[src/rtl/div_axis_pkg.sv]
// rtl/div_axis_pkg.sv - shared widths, FSM states and sign helpers for div_axis
package div_axis_pkg;

    localparam int DIV_W = 32;
    localparam int CNT_W = 6;
    localparam logic [CNT_W-1:0] CNT_LAST = CNT_W'(DIV_W - 1);

    typedef enum logic [1:0] {
        DIV_IDLE = 2'd0,
        DIV_CALC = 2'd1,
        DIV_DONE = 2'd2
    } div_state_e;

    function automatic logic [DIV_W-1:0] cond_neg(input logic [DIV_W-1:0] v, input logic en);
        return en ? (~v + DIV_W'(1)) : v;
    endfunction

    // Absolute value only when the operand is treated as two's complement.
    function automatic logic [DIV_W-1:0] magnitude(input logic [DIV_W-1:0] v, input logic is_signed);
        return cond_neg(v, is_signed & v[DIV_W-1]);
    endfunction

endpackage

[src/rtl/div_axis_if.sv]
// rtl/div_axis_if.sv - operand/result stream bundle between DIV/MOD sequencer and divider
interface div_axis_if;

    logic                               s_axis_dividend_tvalid;
    logic                               s_axis_dividend_tready;
    logic [div_axis_pkg::DIV_W-1:0]     s_axis_dividend_tdata;
    logic                               s_axis_divisor_tvalid;
    logic                               s_axis_divisor_tready;
    logic [div_axis_pkg::DIV_W-1:0]     s_axis_divisor_tdata;
    logic                               m_axis_dout_tvalid;
    logic [2*div_axis_pkg::DIV_W-1:0]   m_axis_dout_tdata;

    modport slave (
        input  s_axis_dividend_tvalid, s_axis_dividend_tdata,
        input  s_axis_divisor_tvalid,  s_axis_divisor_tdata,
        output s_axis_dividend_tready, s_axis_divisor_tready,
        output m_axis_dout_tvalid,     m_axis_dout_tdata
    );

    modport master (
        output s_axis_dividend_tvalid, s_axis_dividend_tdata,
        output s_axis_divisor_tvalid,  s_axis_divisor_tdata,
        input  s_axis_dividend_tready, s_axis_divisor_tready,
        input  m_axis_dout_tvalid,     m_axis_dout_tdata
    );

endinterface

[src/rtl/div_axis_step.sv]
// rtl/div_axis_step.sv - one radix-2 restoring division iteration (combinational)
module div_axis_step
    import div_axis_pkg::*;
(
    input  logic [DIV_W-1:0] rem_i,
    input  logic             bit_i,
    input  logic [DIV_W-1:0] dmag_i,
    output logic [DIV_W-1:0] rem_o,
    output logic             q_o
);

    logic [DIV_W:0] trial;

    // Trial subtract; a non-negative result means the divisor fits this step.
    always_comb begin
        trial = {rem_i, bit_i} - {1'b0, dmag_i};
        q_o   = ~trial[DIV_W];
        rem_o = q_o ? trial[DIV_W-1:0] : {rem_i[DIV_W-2:0], bit_i};
    end

endmodule

[src/rtl/div_axis.sv]
// rtl/div_axis.sv - 32-bit multi-cycle restoring divider with stream operands and result
module div_axis
    import div_axis_pkg::*;
#(
    parameter bit SIGNED = 1'b1
) (
    input  logic      aclk,
    input  logic      aresetn,
    div_axis_if.slave axis
);

    div_state_e         state_q, state_d;
    logic               have_a_q, have_b_q;
    logic [DIV_W-1:0]   a_q, b_q;
    logic [DIV_W-1:0]   rem_q, div_q;
    logic [CNT_W-1:0]   count_q;
    logic               neg_q_q, neg_r_q;
    logic [2*DIV_W-1:0] dout_q;

    logic               tready_a, tready_b, hs_a, hs_b, start;
    logic [DIV_W-1:0]   a_val, b_val, b_mag, step_rem, quot_fin;
    logic               step_q, sa, sb;
    logic [2*DIV_W-1:0] result;

    // Operand channels accept only while idle and not already holding a value;
    // a same-cycle handshake feeds the operand straight into the CALC setup.
    assign tready_a = (state_q == DIV_IDLE) & ~have_a_q;
    assign tready_b = (state_q == DIV_IDLE) & ~have_b_q;
    assign hs_a     = axis.s_axis_dividend_tvalid & tready_a;
    assign hs_b     = axis.s_axis_divisor_tvalid & tready_b;
    assign a_val    = hs_a ? axis.s_axis_dividend_tdata : a_q;
    assign b_val    = hs_b ? axis.s_axis_divisor_tdata : b_q;
    assign start    = (have_a_q | hs_a) & (have_b_q | hs_b);
    assign sa       = SIGNED & a_val[DIV_W-1];
    assign sb       = SIGNED & b_val[DIV_W-1];
    assign b_mag    = magnitude(b_q, SIGNED);

    div_axis_step u_step (
        .rem_i  (rem_q),
        .bit_i  (div_q[DIV_W-1]),
        .dmag_i (b_mag),
        .rem_o  (step_rem),
        .q_o    (step_q)
    );

    // Final result from the last iteration; a zero divisor bypasses sign fixup.
    always_comb begin
        quot_fin = {div_q[DIV_W-2:0], step_q};
        if (b_q == '0) begin
            result = {{DIV_W{1'b1}}, a_q};
        end else begin
            result = {cond_neg(quot_fin, neg_q_q), cond_neg(step_rem, neg_r_q)};
        end
    end

    // FSM state register.
    always_ff @(posedge aclk) begin
        if (!aresetn) state_q <= DIV_IDLE;
        else          state_q <= state_d;
    end

    // FSM next-state: wait for both operands, iterate 32 times, present one cycle.
    always_comb begin
        state_d = state_q;
        case (state_q)
            DIV_IDLE: if (start) state_d = DIV_CALC;
            DIV_CALC: if (count_q == CNT_LAST) state_d = DIV_DONE;
            DIV_DONE: state_d = DIV_IDLE;
            default:  state_d = DIV_IDLE;
        endcase
    end

    // Operand capture, shift/subtract datapath and result register.
    always_ff @(posedge aclk) begin
        if (!aresetn) begin
            have_a_q <= 1'b0;
            have_b_q <= 1'b0;
            a_q      <= '0;
            b_q      <= '0;
            rem_q    <= '0;
            div_q    <= '0;
            count_q  <= '0;
            neg_q_q  <= 1'b0;
            neg_r_q  <= 1'b0;
            dout_q   <= '0;
        end else begin
            if (hs_a) begin
                a_q      <= axis.s_axis_dividend_tdata;
                have_a_q <= 1'b1;
            end
            if (hs_b) begin
                b_q      <= axis.s_axis_divisor_tdata;
                have_b_q <= 1'b1;
            end
            case (state_q)
                DIV_IDLE: begin
                    if (start) begin
                        have_a_q <= 1'b0;
                        have_b_q <= 1'b0;
                        count_q  <= '0;
                        rem_q    <= '0;
                        div_q    <= magnitude(a_val, SIGNED);
                        neg_q_q  <= sa ^ sb;
                        neg_r_q  <= sa;
                    end
                end
                DIV_CALC: begin
                    rem_q   <= step_rem;
                    div_q   <= quot_fin;
                    count_q <= count_q + CNT_W'(1);
                    if (count_q == CNT_LAST) dout_q <= result;
                end
                default: ;
            endcase
        end
    end

    assign axis.s_axis_dividend_tready = tready_a;
    assign axis.s_axis_divisor_tready  = tready_b;
    assign axis.m_axis_dout_tvalid     = (state_q == DIV_DONE);
    assign axis.m_axis_dout_tdata      = dout_q;

endmodule
[src/flat_wrapper.sv]
// flat-port wrapper written by rule: the top's interface ports become plain ports
module div_axis_flat import div_axis_pkg::*;
#(
    parameter bit SIGNED = 1'b1
)
  (aclk, aresetn, axis_s_axis_dividend_tvalid, axis_s_axis_dividend_tdata, axis_s_axis_divisor_tvalid, axis_s_axis_divisor_tdata, axis_s_axis_dividend_tready, axis_s_axis_divisor_tready, axis_m_axis_dout_tvalid, axis_m_axis_dout_tdata);
  div_axis_if axis_i ();
  input  logic aclk;
  input  logic aresetn;
  input wire logic [$bits(axis_i.s_axis_dividend_tvalid)-1:0] axis_s_axis_dividend_tvalid;
  input wire logic [$bits(axis_i.s_axis_dividend_tdata)-1:0] axis_s_axis_dividend_tdata;
  input wire logic [$bits(axis_i.s_axis_divisor_tvalid)-1:0] axis_s_axis_divisor_tvalid;
  input wire logic [$bits(axis_i.s_axis_divisor_tdata)-1:0] axis_s_axis_divisor_tdata;
  output wire logic [$bits(axis_i.s_axis_dividend_tready)-1:0] axis_s_axis_dividend_tready;
  output wire logic [$bits(axis_i.s_axis_divisor_tready)-1:0] axis_s_axis_divisor_tready;
  output wire logic [$bits(axis_i.m_axis_dout_tvalid)-1:0] axis_m_axis_dout_tvalid;
  output wire logic [$bits(axis_i.m_axis_dout_tdata)-1:0] axis_m_axis_dout_tdata;
  assign axis_i.s_axis_dividend_tvalid = axis_s_axis_dividend_tvalid;
  assign axis_i.s_axis_dividend_tdata = axis_s_axis_dividend_tdata;
  assign axis_i.s_axis_divisor_tvalid = axis_s_axis_divisor_tvalid;
  assign axis_i.s_axis_divisor_tdata = axis_s_axis_divisor_tdata;
  assign axis_s_axis_dividend_tready = axis_i.s_axis_dividend_tready;
  assign axis_s_axis_divisor_tready = axis_i.s_axis_divisor_tready;
  assign axis_m_axis_dout_tvalid = axis_i.m_axis_dout_tvalid;
  assign axis_m_axis_dout_tdata = axis_i.m_axis_dout_tdata;
  div_axis #(.SIGNED(SIGNED)) u_core (.aclk(aclk), .aresetn(aresetn), .axis(axis_i));
endmodule
[config.mk]
export PLATFORM = sky130hd
export DESIGN_NAME = div_axis_flat
export DESIGN_NICKNAME = d
export VERILOG_FILES = /design/src/rtl/div_axis_pkg.sv /design/src/rtl/div_axis_if.sv /design/src/rtl/div_axis_step.sv /design/src/rtl/div_axis.sv /design/src/flat_wrapper.sv
export SDC_FILE = /design/constraint.sdc
export NUM_CORES = 1
export LEC_CHECK = 0
export ABC_AREA = 1
export BUFFER_PORTS_ARGS = -buffer_cell sky130_fd_sc_hd__buf_2
export CORE_ASPECT_RATIO = 1.1
export CORE_MARGIN = 5
export CORE_UTILIZATION = 50
export DETAILED_ROUTE_END_ITERATION = 8
export GPL_TIMING_DRIVEN = 1
export MAX_ROUTING_LAYER = met4
export PLACE_DENSITY = 0.68
export SETUP_SLACK_MARGIN = 0.15
export SYNTH_ARGS = -nofsm -noshare
export SYNTH_HDL_FRONTEND = slang
export SYNTH_HIERARCHICAL = 1
export SYNTH_SLANG_ARGS = --single-unit
export TNS_END_PERCENT = 5
[constraint.sdc]
create_clock -name aclk -period 7.6 [get_ports aclk]
set_clock_uncertainty 0.05 [all_clocks]
set_input_delay 1.52 -clock aclk [delete_from_list [all_inputs] [get_ports aclk]]
set_output_delay 1.52 -clock aclk [all_outputs]
set_load 0.01 [all_outputs]
# [Yosys cells after proc, flatten, opt, wreduce, memory -nomap -nowiden]
# Index checks and enable logic that the tools add are counted.
[word_totals] regBits=204 input_bits=68 output_inout_bits=67 elab_cells=68
[classes] addsub=6 n_eq_ne=5 n_mux=23 n_bitwise=15 reduce_logical=7
[op_table] operator="$mux W32" count=9
[op_table] operator="$add A32 B1 Y32 const B" count=4
[op_table] operator="$not A32 Y32" count=4
[op_table] operator="$pmux W32 S2" count=2
[op_table] operator="$mux W64" count=1
[op_table] operator="$sub A33 B32 Y33" count=1
[op_table] operator="$logic_not A32 Y1" count=1
[op_table] operator="$pmux W6 S2" count=1
[op_table] operator="$reduce_and A2 Y1" count=4
[op_table] operator="$add A6 B1 Y6 const B" count=1
[op_table] operator="$eq A6 B5 Y1 const B" count=1
[op_table] operator="$mux W1" count=6
[op_table] operator="$mux W6" count=1
[op_table] operator="$and A1 B1 Y1" count=5
[op_table] operator="$mux W2" count=2
[op_table] operator="$ne A2 B1 Y1 const B" count=2
[op_table] operator="$pmux W2 S2" count=1
[op_table] operator="$not A1 Y1" count=3
[op_table] operator="$eq A2 B1 Y1 const B" count=1
[op_table] operator="$eq A2 B2 Y1 const B" count=1
[op_table] operator="$logic_not A2 Y1" count=1
[op_table] operator="$or A1 B1 Y1" count=2
[op_table] operator="$reduce_bool A2 Y1" count=1
[op_table] operator="$xor A1 B1 Y1" count=1

# [Longest topological paths before layout]
# Gate-level depths: netlist of run 1.
[depth] word_depth=9 mapped_depth=40 ltp_nobuf=39

# [By module]
# The synthesis of run 1 kept the hierarchy.
[by_module_without_submodules] mod="div_axis" n_inst=1 cells_each=1756 area_per_inst_um2=11513.5 seq_area_each_um2=4083.9
[by_module_without_submodules] mod="div_axis_step" n_inst=1 cells_each=680 area_per_inst_um2=3150.5 seq_area_each_um2=0.0

# [Worst setup path before layout of run 1]
# OpenSTA, ideal clock, no wires.
[synth_timing] path_type="reg-to-reg" startpoint="register u_core.b_q[1]" endpoint="register u_core.dout_q[26], in the netlist u_core/axis.m_axis_dout_tdata[26]" setup_ns=0.132 arrival_ns=4.409 t_required_ns=7.418 setup_slack_ns=3.009 path_stages_with_launch=39 n_path_buf=1 synth_period_minus_slack_ns=4.591 cell_sequence="dfxtp_1 inv_1 ha_1 nand3_1 nor3_1 nand3_1 nor2_1 nand2_1 nor2_1 nand3_1 nand2_1 o21ai_0 nor2_1 nand2_1 nand2_1 inv_1 ha_1 nand2_1 [3 not listed] nand2_2 nand3_1 nand2_4 buf_4 nand2_1 nand2_1 inv_1 ha_1 nand3_1 nor2_1 nand2_1 nor2_1 nand3_1 nand2_1 o21ai_0 xor2_1 o21ai_0 a21oi_1"
[synth_via] elab_chain_len=9 elab_cells_between_ends=10 classes_between="add/sub (3); mux (4); bitwise (2); reduce/logical (1)"
[synth_lines] item="start: declaration" line_no="div_axis.sv:14" text="logic [DIV_W-1:0] a_q, b_q;"
[synth_lines] item="start signal: assignment" line_no="div_axis.sv:92" text="b_q <= axis.s_axis_divisor_tdata;"
[synth_lines] item="$not A32 Y32" line_no="div_axis_pkg.sv:15" text="return en ? (~v + DIV_W'(1)) : v;"
[synth_lines] item="$add A32 B1 Y32" line_no="div_axis_pkg.sv:15"
[synth_lines] item="$mux W32" line_no="div_axis_pkg.sv:15"
[synth_lines] item="net u_core.b_mag[30]" line_no="div_axis.sv:21" text="logic [DIV_W-1:0] a_val, b_val, b_mag, step_rem, quot_fin;"
[synth_lines] item="$sub A33 B32 Y33" line_no="div_axis_step.sv:16" text="trial = {rem_i, bit_i} - {1'b0, dmag_i};"
[synth_lines] item="$mux W32" line_no="div_axis_step.sv:18" text="rem_o = q_o ? trial[DIV_W-1:0] : {rem_i[DIV_W-2:0], bit_i};"
[synth_lines] item="net u_core.step_rem[0]" line_no="div_axis.sv:21"
[synth_lines] item="$not A32 Y32" line_no="div_axis_pkg.sv:15"
[synth_lines] item="$add A32 B1 Y32" line_no="div_axis_pkg.sv:15"
[synth_lines] item="$mux W32" line_no="div_axis_pkg.sv:15"
[synth_lines] item="$mux W64" line_no="div_axis.sv:49" text="if (b_q == '0) begin"
[synth_lines] item="end signal: assignment" line_no="div_axis.sv:111" text="if (count_q == CNT_LAST) dout_q <= result;"
[synth_lines] item="end: declaration" line_no="div_axis.sv:18" text="logic [2*DIV_W-1:0] dout_q;"
# The timed path passes the listed nets, and every way through them passes these cells.
# A chain may end at the register's enable or synchronous reset.

# [Worst setup path after layout of run 1]
[layout_timing] startpoint="register u_core.b_q[0]" endpoint="register u_core.dout_q[26], in the netlist u_core/axis.m_axis_dout_tdata[26]"
# Same word-level chain as after synthesis.

==> impl_metrics.env, run 1 <==
export IMPL_finalHoldViolations=0
export IMPL_clk_path_buf_depth=3
export IMPL_antenna_found_initial=0
export IMPL_cp_data_required_time_ps=7930
export IMPL_fin_setup_tns_ps=0
export IMPL_end_kind="flop"
export IMPL_synth_area_um2=14660
export IMPL_ant_nets=0
export IMPL_p_clk_share_pct=28.4
export IMPL_ff2ff_path_depth=35
export IMPL_drc_errors=0
export IMPL_die_area_um2=32860
export IMPL_die_h_um=189.6
export IMPL_wl_um=49160
export IMPL_rsz0062_at_grt="no"
export IMPL_grt_pass1_vias=14270
export IMPL_min_path_cells=2
export IMPL_p_leak_nw=8.240
export IMPL_dpl_cell_area_um2=15420
export IMPL_critPathSlowestCell="ha_1"
export IMPL_max_slew_margin_pct=28.90
export IMPL_synth_cells=2436
export IMPL_cp_common_cell="nand2_1"
export IMPL_critical_path_max_fanout=34
export IMPL_r2r_start="u_core/b_q[0]"
export IMPL_multi_input_area_um2=8667
export IMPL_drv_cap=0
export IMPL_wl_per_cell_um=16.95
export IMPL_numClockSinks=204
export IMPL_outcome="complete, no violations"
export IMPL_r2r_end="u_core/axis.m_axis_dout_tdata[26]"
export IMPL_cts_root_buf="clkbuf_16"
export IMPL_core_area_um2=28790
export IMPL_drtIter0Drc=1635
export IMPL_io_pins=135
export IMPL_async_flop_share_pct=0
export IMPL_avgSynthCellArea_um2=6.020
export IMPL_synth_edff_count=0
export IMPL_yosysTopAreaCellShare_pct=27.85
export IMPL_hold_path_endpoint="u_core/axis.m_axis_dout_tdata[17]"
export IMPL_ys_ff_latch=204
export IMPL_placementRows=65
export IMPL_fill_cells=2966
export IMPL_fin_crit_sh_pct=75.91
export IMPL_drive_gt1_share_pct=9.834
export IMPL_p_int_mw=2.371
export IMPL_fin_area_um2=16250
export IMPL_yosysTopAreaCell="dfxtp_1"
export IMPL_yosys_top_cells_area="dfxtp_1 (28%), nand2_1 (19%), inv_1 (9.7%)"
export IMPL_place_hpwl_um=37990
export IMPL_synth_seq_area_share_pct=27.85
export IMPL_grt_start_max_net_pins=99
export IMPL_worstSetupStartpointType="flop"
export IMPL_grt_overflow=0
export IMPL_ctsHoldBuffers=0
export IMPL_period_needed_ps=5769
export IMPL_cp_slowest_stage_delay_ps=360
export IMPL_synth_top_flop_cell="dfxtp_1"
export IMPL_fin_nets=2619
export IMPL_io_buffers=134
export IMPL_cp_startpoint="u_core/b_q[0]"
export IMPL_yosysUniqueCellTypes=51
export IMPL_cts_tree="yes"
export IMPL_power_sequential_fraction_pct=30.1
export IMPL_hold_start="u_core/axis.m_axis_dout_tdata[17]"
export IMPL_hp_class="reg2reg"
export IMPL_whs_ps=416.4
export IMPL_yosysWarnings=6
export IMPL_r2r_slack_ps=1830
export IMPL_report_final_slew_viol_count=0
export IMPL_die_w_um=173.3
export IMPL_first_pass_iters=6
export IMPL_pwr_share_comb_pct=41.5
export IMPL_crit_type="reg2reg"
export IMPL_cts_setup_buffers=0
export IMPL_synthesis_nets=2542
export IMPL_final_cell_mix="nand2_1 (738), inv_1 (377), dfxtp_1 (204), nor2_1 (197), a21oi_1 (193)"
export IMPL_cts_resized=0
export IMPL_area_growth_pct=10.81
export IMPL_vias_per_cell=5.412
export IMPL_gp_congestion=0.9866
export IMPL_cp_arrival_ps=6100
export IMPL_p_sw_share_pct=43.81
export IMPL_grtUsageTotal_pct=29.75
export IMPL_clk_pin_slew_worst_paths_ps=60
export IMPL_clock_latency_ps=550
export IMPL_start_util_pct=50.93
export IMPL_h_tree_depth=1
export IMPL_p_sw_mw=1.849
export IMPL_power_total_mw=4.220
export IMPL_ir_drop_v=0.0002129
export IMPL_clock_fmax_mhz=173.3
export IMPL_finalSetupViolCount=0
export IMPL_antennaDiodeCount=0
export IMPL_layout_area_seq_um2=4084
export IMPL_via_count=15700
export IMPL_utilization_pct=56.44
export IMPL_cts_inserted_buffers=25
export IMPL_grt_pass1_wl_um=77630
export IMPL_tightest_slew_ps=1067
export IMPL_mostFrequentLayoutCell="nand2_1"
export IMPL_power_density_nw_per_um2=259.7
per-layer routing:
| layer | share of wire [%] | global-route usage (%) |
|---|---|---|
| met1 | 48 | 43.53 |
| met3 | 7.0 | 3.140 |
| met2 | 43 | 44.83 |
| met4 | 1.9 | 5.895 |
| met5 | 0 | - |
through the flow:
stage / setup WS [ps] / instances
global placement: 2083 / 2854
floorplan: 3009 / 2436
detailed placement: 1966 / 2854
finish: 1831 / 2900
CTS: 1941 / 2900
global route: 1072 / 2900
logic make-up (layout without fill, tap and decap cells):
| logic type | count (synthesis) | count (layout) | synth area share (%) |
|---|---|---|---|
| and+or+nand+nor | 1216 | 1216 | 35.12 |
| AOI/OAI and AO/OA | 408 | 408 | 15.50 |
| xor gates and xnor gates | 86 | 86 | 5.137 |
| buffers and inverters | 484 | 580 | 13.10 |
| DFF | 204 | 204 | 27.85 |
| adders and majority gates | 38 | 38 | 3.293 |
worst max-delay path, delay by kind of cell, from the launching register on:
| family | cells | cell delay, ps |
|---|---|---|
| buf+inv | 3 | 220 |
| compound gates | 4 | 530 |
| flops | 1 | 320 |
| xor+xnor | 2 | 340 |
| simple gates | 23 | 3430 |
| fa+ha+maj | 3 | 680 |
synthesized netlist by cell type (all sizes together), types with 6 or more instances:
master,instances
a21oi,195
a31oi,23
buf,36
clkbuf,57
dfxtp,204
ha,37
inv,389
nand2,758
nand3,134
nand3b,7
nand4,58
nor2,212
nor3,31
o211ai,9
o21ai,128
o21bai,9
o221ai,6
o22ai,19
or2,7
xnor2,7
xor2,79
worst max path at each step:
stage / end / slack [ps] / depth (start not counted)
after floorplan: u_core/axis.m_axis_dout_tdata[26] / 3010 / 38
after global placement: u_core/axis.m_axis_dout_tdata[27] / 2080 / 37
after detailed placement: u_core/axis.m_axis_dout_tdata[63] / 1970 / 33
after CTS: u_core/axis.m_axis_dout_tdata[63] / 1940 / 33
after global routing: u_core/axis.m_axis_dout_tdata[27] / 1070 / 37
final: u_core/axis.m_axis_dout_tdata[26] / 1830 / 35
state kept, by name, summed over array words and instances, names as in the netlist:
| signal | count |
|---|---|
| u_core/rem_q | 32 |
| u_core/have_b_q | 1 |
| u_core/div_q | 32 |
| u_core/neg_r_q | 1 |
| u_core/state_q | 2 |
| u_core/have_a_q | 1 |
| u_core/count_q | 6 |
| u_core/neg_q_q | 1 |
| u_core/axis.m_axis_dout_tdata | 64 |
| u_core/b_q | 32 |
| u_core/a_q | 32 |
power groups by stage:
stage	Clock [mW]	Combinational, mW	Sequential (mW)
2_1_floorplan	0	1.33	1.25
3_3_place_gp	0	1.72	1.29
3_5_place_dp	0	1.72	1.29
4_1_cts	1.22	1.73	1.27
5_1_grt	1.27	1.96	1.28
6_report	1.20	1.75	1.27
area by class of cell:
class | count | share of cell area, %
clock buffer | 35 | 4.389
clock inverter | 11 | 0.6853
inverter | 391 | 9.078
multi-input combinational | 1748 | 53.34
sequential | 204 | 25.13
tap | 368 | 2.834
timing repair buffer | 143 | 4.543
(Power assumes the default switching activity.)
==> run 2, diff against run 1 <==
--- a/config.mk
+++ b/config.mk
@@ -13,7 +13,7 @@
 export DETAILED_ROUTE_END_ITERATION = 8
 export GPL_TIMING_DRIVEN = 1
 export MAX_ROUTING_LAYER = met4
-export PLACE_DENSITY = 0.68
+export PLACE_DENSITY = 0.71
 export SETUP_SLACK_MARGIN = 0.15
 export SYNTH_ARGS = -nofsm -noshare
 export SYNTH_HDL_FRONTEND = slang
==> constraint.sdc (replaced) <==
create_clock -name aclk -period 4.9 [get_ports aclk]
set_clock_uncertainty 0.05 [all_clocks]
set_input_delay 0.98 -clock aclk [delete_from_list [all_inputs] [get_ports aclk]]
set_output_delay 0.98 -clock aclk [all_outputs]
set_load 0.01 [all_outputs]
==> run 2 against run 1 <==
Compared with the run above: total power increased by 69%; count of clock-buffer cells in the layout unchanged; flip-flop and latch count unchanged; setup slack got worse by 1700 ps; critical path depth increased by 4; non-clock buffer count increased by 191; critical path type unchanged; largest cell class unchanged; largest power group unchanged; highest routed layer unchanged.
==> impl_metrics.env, run 2 (same netlist as run 1, synthesis figures left out) <==
export IMPL_hp_class="reg2reg"
export IMPL_rsz0062_at_grt="yes"
export IMPL_drive_gt1_share_pct=21.64
export IMPL_fin_nets=2811
export IMPL_ir_drop_v=0.0002150
export IMPL_antenna_found_initial=0
export IMPL_cp_common_cell="nand2_1"
export IMPL_h_tree_depth=1
export IMPL_period_needed_ps=4723
export IMPL_grt_overflow=0
export IMPL_mostFrequentLayoutCell="nand2_1"
export IMPL_area_growth_pct=26.07
export IMPL_ctsHoldBuffers=0
export IMPL_wl_um=52960
export IMPL_clk_path_buf_depth=3
export IMPL_die_area_um2=32860
export IMPL_clock_latency_ps=540
export IMPL_drv_cap=0
export IMPL_setup_ws_ps=176.6
export IMPL_cp_startpoint="u_core/b_q[0]"
export IMPL_core_area_um2=28790
export IMPL_die_w_um=173.3
export IMPL_final_cell_mix="nand2_1 (691), inv_1 (357), dfxtp_1 (202), buf_4 (191), a21oi_1 (189)"
export IMPL_fill_cells=2802
export IMPL_grtUsageTotal_pct=31.76
export IMPL_ant_nets=0
export IMPL_ff2ff_path_depth=39
export IMPL_p_leak_nw=9.339
export IMPL_fin_crit_sh_pct=96.40
export IMPL_grt_pass1_wl_um=83120
export IMPL_worstSetupStartpointType="flop"
export IMPL_layout_area_seq_um2=4086
export IMPL_antennaDiodeCount=0
export IMPL_via_count=16850
export IMPL_place_hpwl_um=39880
export IMPL_cts_inserted_buffers=24
export IMPL_vias_per_cell=5.453
export IMPL_multi_input_area_um2=9462
export IMPL_grt_pass1_vias=15480
export IMPL_cp_data_required_time_ps=5210
export IMPL_clk_pin_slew_worst_paths_ps=60
export IMPL_io_pins=135
export IMPL_critPathSlowestCell="dfxtp_2"
export IMPL_cts_root_buf="clkbuf_16"
export IMPL_post_place_ws_ps=-336.0
export IMPL_cp_endpoint="u_core/axis.m_axis_dout_tdata[15]"
export IMPL_cp_slowest_stage_delay_ps=340
export IMPL_drtIter0Drc=1531
export IMPL_io_buffers=134
export IMPL_crit_type="reg2reg"
export IMPL_max_slew_margin_pct=21.31
export IMPL_first_pass_iters=5
export IMPL_placementRows=65
export IMPL_finalSetupViolCount=0
export IMPL_cts_tree="yes"
export IMPL_start_util_pct=50.93
export IMPL_critical_path_max_fanout=6
export IMPL_largest_reg_flops=64
export IMPL_tightest_slew_ps=1179
export IMPL_clock_fmax_mhz=211.7
export IMPL_report_final_slew_viol_count=0
export IMPL_fin_setup_tns_ps=0
export IMPL_outcome="complete, no violations"
export IMPL_end_kind="flop"
export IMPL_utilization_pct=64.22
export IMPL_gp_congestion=1.016
export IMPL_drc_errors=0
export IMPL_power_total_mw=7.138
export IMPL_finalHoldViolations=0
export IMPL_power_density_nw_per_um2=386.1
export IMPL_die_h_um=189.6
export IMPL_grt_start_max_net_pins=90
export IMPL_wl_per_cell_um=17.14
export IMPL_r2r_slack_ps=180
export IMPL_numClockSinks=204
export IMPL_r2r_end="u_core/axis.m_axis_dout_tdata[15]"
export IMPL_r2r_start="u_core/b_q[0]"
export IMPL_cp_arrival_ps=5040
run 2: area by class of cell:
class                           count  area share [%]
Clock buffer                       35           3.851
Inverter                          391           7.993
Tap cell                          368           2.491
Clock inverter                      8          0.4534
Timing Repair Buffer              334           11.93
Sequential cell                   204           22.10
Multi-Input combinational cell   1750           51.18
run 2: what timing repair did:
action / 4_1_cts / 5_1_grt
buffers inserted: 13 / 3
setup endpoints to repair: 49 / 53
pin swaps: 52 / 57
cloned: 2 / 0
gates resized for setup: 111 / 107
run 2: how the worst min path moves through the flow:
stage	from	endpoint	slack, ps	cells after the start
after floorplan	u_core/count_q[5]	u_core/count_q[5]	400	1
after global placement	u_core/axis.m_axis_dout_tdata[20]	u_core/axis.m_axis_dout_tdata[20]	400	2
after detailed placement	u_core/axis.m_axis_dout_tdata[1]	u_core/axis.m_axis_dout_tdata[1]	400	2
after CTS	u_core/axis.m_axis_dout_tdata[27]	u_core/axis.m_axis_dout_tdata[27]	420	2
after global routing	u_core/axis.m_axis_dout_tdata[19]	u_core/axis.m_axis_dout_tdata[19]	440	2
final	u_core/axis.m_axis_dout_tdata[19]	u_core/axis.m_axis_dout_tdata[19]	410	2
run 2: report_power, final:
group	switching, mW	leakage [nW]	internal [mW]
combinational	2.20	7.28	1.15
clock	0.752	0.397	1.06
sequential	0.156	1.66	1.82
total	3.11	9.34	4.03
run 2: per-layer routing:
| metal | share of wire (%) | routed length (µm) | global-route usage (%) | vias up |
|---|---|---|---|---|
| met4 | 3.2 | 1678 | 9.027 | 0 |
| met2 | 42 | 22340 | 47.25 | 755 |
| met3 | 8.8 | 4671 | 4.173 | 92 |
| met1 | 46 | 24270 | 45.37 | 7706 |
| met5 | 0 | 0 | - | - |
| li1 | - | - | - | 8298 |
run 2: stage by stage:
step / hold slack (ps) / cells / instance area [µm²]
floorplan: 402.7 / 2436 / 14660
global placement: 402.1 / 3029 / 16740
detailed placement: 403.7 / 3029 / 16740
CTS: 417.5 / 3087 / 18130
global route: 441.3 / 3090 / 18490
finish: 414.1 / 3090 / 18490
run 2: critical path: cells and delay by family, from the launching register on:
kind                     cells  cell delay, ps
XOR/XNOR                     1             150
AO/OA/AOI/OAI                3             350
AND/OR/NAND/NOR             27            2600
adder cells (fa/ha/maj)      2             410
flip-flops                   1             340
buffers and inverters        6             620
==> run 3, diff against run 2 <==
--- a/config.mk
+++ b/config.mk
@@ -9,12 +9,12 @@
 export BUFFER_PORTS_ARGS = -buffer_cell sky130_fd_sc_hd__buf_2
 export CORE_ASPECT_RATIO = 1.1
 export CORE_MARGIN = 5
-export CORE_UTILIZATION = 50
+export CORE_UTILIZATION = 46
 export DETAILED_ROUTE_END_ITERATION = 8
 export GPL_TIMING_DRIVEN = 1
 export MAX_ROUTING_LAYER = met4
-export PLACE_DENSITY = 0.71
-export SETUP_SLACK_MARGIN = 0.15
+export PLACE_DENSITY = 0.66
+export SETUP_SLACK_MARGIN = 0.5
 export SYNTH_ARGS = -nofsm -noshare
 export SYNTH_HDL_FRONTEND = slang
 export SYNTH_HIERARCHICAL = 1
==> run 3 against run 2 <==
Compared with the run above: via count is 1.7% lower; non-clock buffer count is 32 lower; register-to-register slack better by 20 ps; global-route usage is 2.5 points lower; critical endpoint is now u_core/axis.m_axis_dout_tdata[31]; largest cell class unchanged; largest power group unchanged.
==> impl_metrics.env, run 3 (same netlist as run 1, synthesis figures left out) <==
export IMPL_outcome="complete, no violations"
export IMPL_power_total_mw=7.303
export IMPL_clock_fmax_mhz=212.4
export IMPL_via_count=16570
export IMPL_drtIter0Drc=1566
export IMPL_max_slew_margin_pct=12.26
export IMPL_critPathSlowestCell="nor2_1"
export IMPL_first_pass_iters=6
export IMPL_gp_congestion=0.9682
export IMPL_rsz0062_at_grt="yes"
export IMPL_grt_start_max_net_pins=80
export IMPL_final_cell_mix="nand2_1 (681), inv_1 (359), dfxtp_1 (202), a21oi_1 (187), nor2_1 (169)"
export IMPL_finalHoldViolations=0
export IMPL_cts_root_buf="clkbuf_16"
export IMPL_clock_latency_ps=550
export IMPL_grtUsageTotal_pct=29.26
export IMPL_die_w_um=180.2
export IMPL_power_density_nw_per_um2=392.0
export IMPL_die_area_um2=35550
export IMPL_critical_path_max_fanout=11
export IMPL_core_area_um2=31400
export IMPL_wl_um=53740
export IMPL_drc_errors=0
export IMPL_vias_per_cell=5.323
export IMPL_report_final_slew_viol_count=0
export IMPL_fin_nets=2781
export IMPL_ant_nets=0
export IMPL_numClockSinks=204
export IMPL_cp_slowest_stage_delay_ps=350
export IMPL_antennaDiodeCount=0
export IMPL_placementRows=68
export IMPL_die_h_um=197.3
export IMPL_crit_type="reg2reg"
export IMPL_grt_pass1_vias=15090
export IMPL_clk_path_buf_depth=3
export IMPL_drive_gt1_share_pct=21.51
export IMPL_clk_pin_slew_worst_paths_ps=60
export IMPL_period_needed_ps=4707
export IMPL_ir_drop_v=0.0002284
export IMPL_tightest_slew_ps=1314
export IMPL_grt_pass1_wl_um=81970
export IMPL_cp_common_cell="nand2_1"
export IMPL_start_util_pct=46.71
export IMPL_fin_setup_tns_ps=0
export IMPL_whs_ps=410.9
export IMPL_finalSetupViolCount=0
export IMPL_end_kind="flop"
export IMPL_h_tree_depth=1
export IMPL_fin_crit_sh_pct=96.07
export IMPL_place_hpwl_um=39880
export IMPL_io_buffers=134
export IMPL_grt_overflow=0
export IMPL_hp_class="reg2reg"
export IMPL_largest_reg_flops=64
export IMPL_worstSetupStartpointType="flop"
export IMPL_io_pins=135
export IMPL_cts_tree="yes"
export IMPL_p_leak_nw=9.281
export IMPL_mostFrequentLayoutCell="nand2_1"
export IMPL_drv_cap=0
export IMPL_wl_per_cell_um=17.27
export IMPL_cp_data_required_time_ps=5330
export IMPL_cts_inserted_buffers=25
export IMPL_area_growth_pct=27.04
export IMPL_ctsHoldBuffers=0
export IMPL_cp_arrival_ps=5140
export IMPL_antenna_found_initial=0
==> run 3: worst max-delay path, delay by kind of cell (launching register included) <==
| family | cells | cell delay, ps |
|---|---|---|
| DFF | 1 | 330 |
| buffers and inverters | 4 | 430 |
| AOI/OAI and AO/OA | 5 | 610 |
| and+or+nand+nor | 26 | 2810 |
| adders and majority gates | 2 | 380 |
==> run 3: repair_timing <==
item,CTS,global route
gates cloned,3,1
pin swaps,65,88
buffers inserted,24,10
resized for setup,128,126
setup endpoints to repair,52,60
==> run 3: area by class of cell <==
cell class	count	area (µm²)
fillers	3027	12770
multi-input cells	1751	9684
flip-flops and latches	204	4086
repair buffers	302	2004
inverters	391	1488
clock buffers	36	737.0
well taps	420	525.5
clock inverters	8	103.9
==> run 3: metal layers <==
metal / global-route usage, % / part of all wire, % / up-vias
li1: - / - / 8236
met1: 40.97 / 46 / 7640
met2: 44.49 / 43 / 604
met3: 3.941 / 7.7 / 85
met4: 8.319 / 3.1 / 0
met5: - / 0 / -
==> run 3: report_power, final <==
group | switching (mW) | internal [mW] | total, mW
Combinational | 2.26 | 1.16 | 3.42
Clock | 0.762 | 1.15 | 1.91
Sequential | 0.161 | 1.82 | 1.98
Total | 3.18 | 4.12 | 7.30
==> run 3: worst paths after layout <==
kind | startpoint | end | slack, ps | cells past startpoint
setup / recovery | u_core/b_q[1] | u_core/axis.m_axis_dout_tdata[31] | 190 | 37
hold / removal | u_core/axis.m_axis_dout_tdata[19] | u_core/axis.m_axis_dout_tdata[19] | 410 | 2
setup reg to reg | u_core/b_q[1] | u_core/axis.m_axis_dout_tdata[31] | 190 | 37
hold reg to reg | u_core/axis.m_axis_dout_tdata[19] | u_core/axis.m_axis_dout_tdata[19] | 410 | 2
==> run 3: metrics by stage <==
step | area [µm²] | cells | util (%) | setup slack [ps]
2_1_floorplan | 14720 | 2436 | - | 502.5
3_3_place_gp | 16470 | 3030 | 52.47 | -84.25
3_5_place_dp | 16470 | 3030 | 52.47 | -250.3
4_1_cts | 18070 | 3101 | 57.56 | 261.2
5_1_grt | 18630 | 3112 | 59.34 | -135.4
6_report | 18630 | 3112 | 59.34 | 192.6
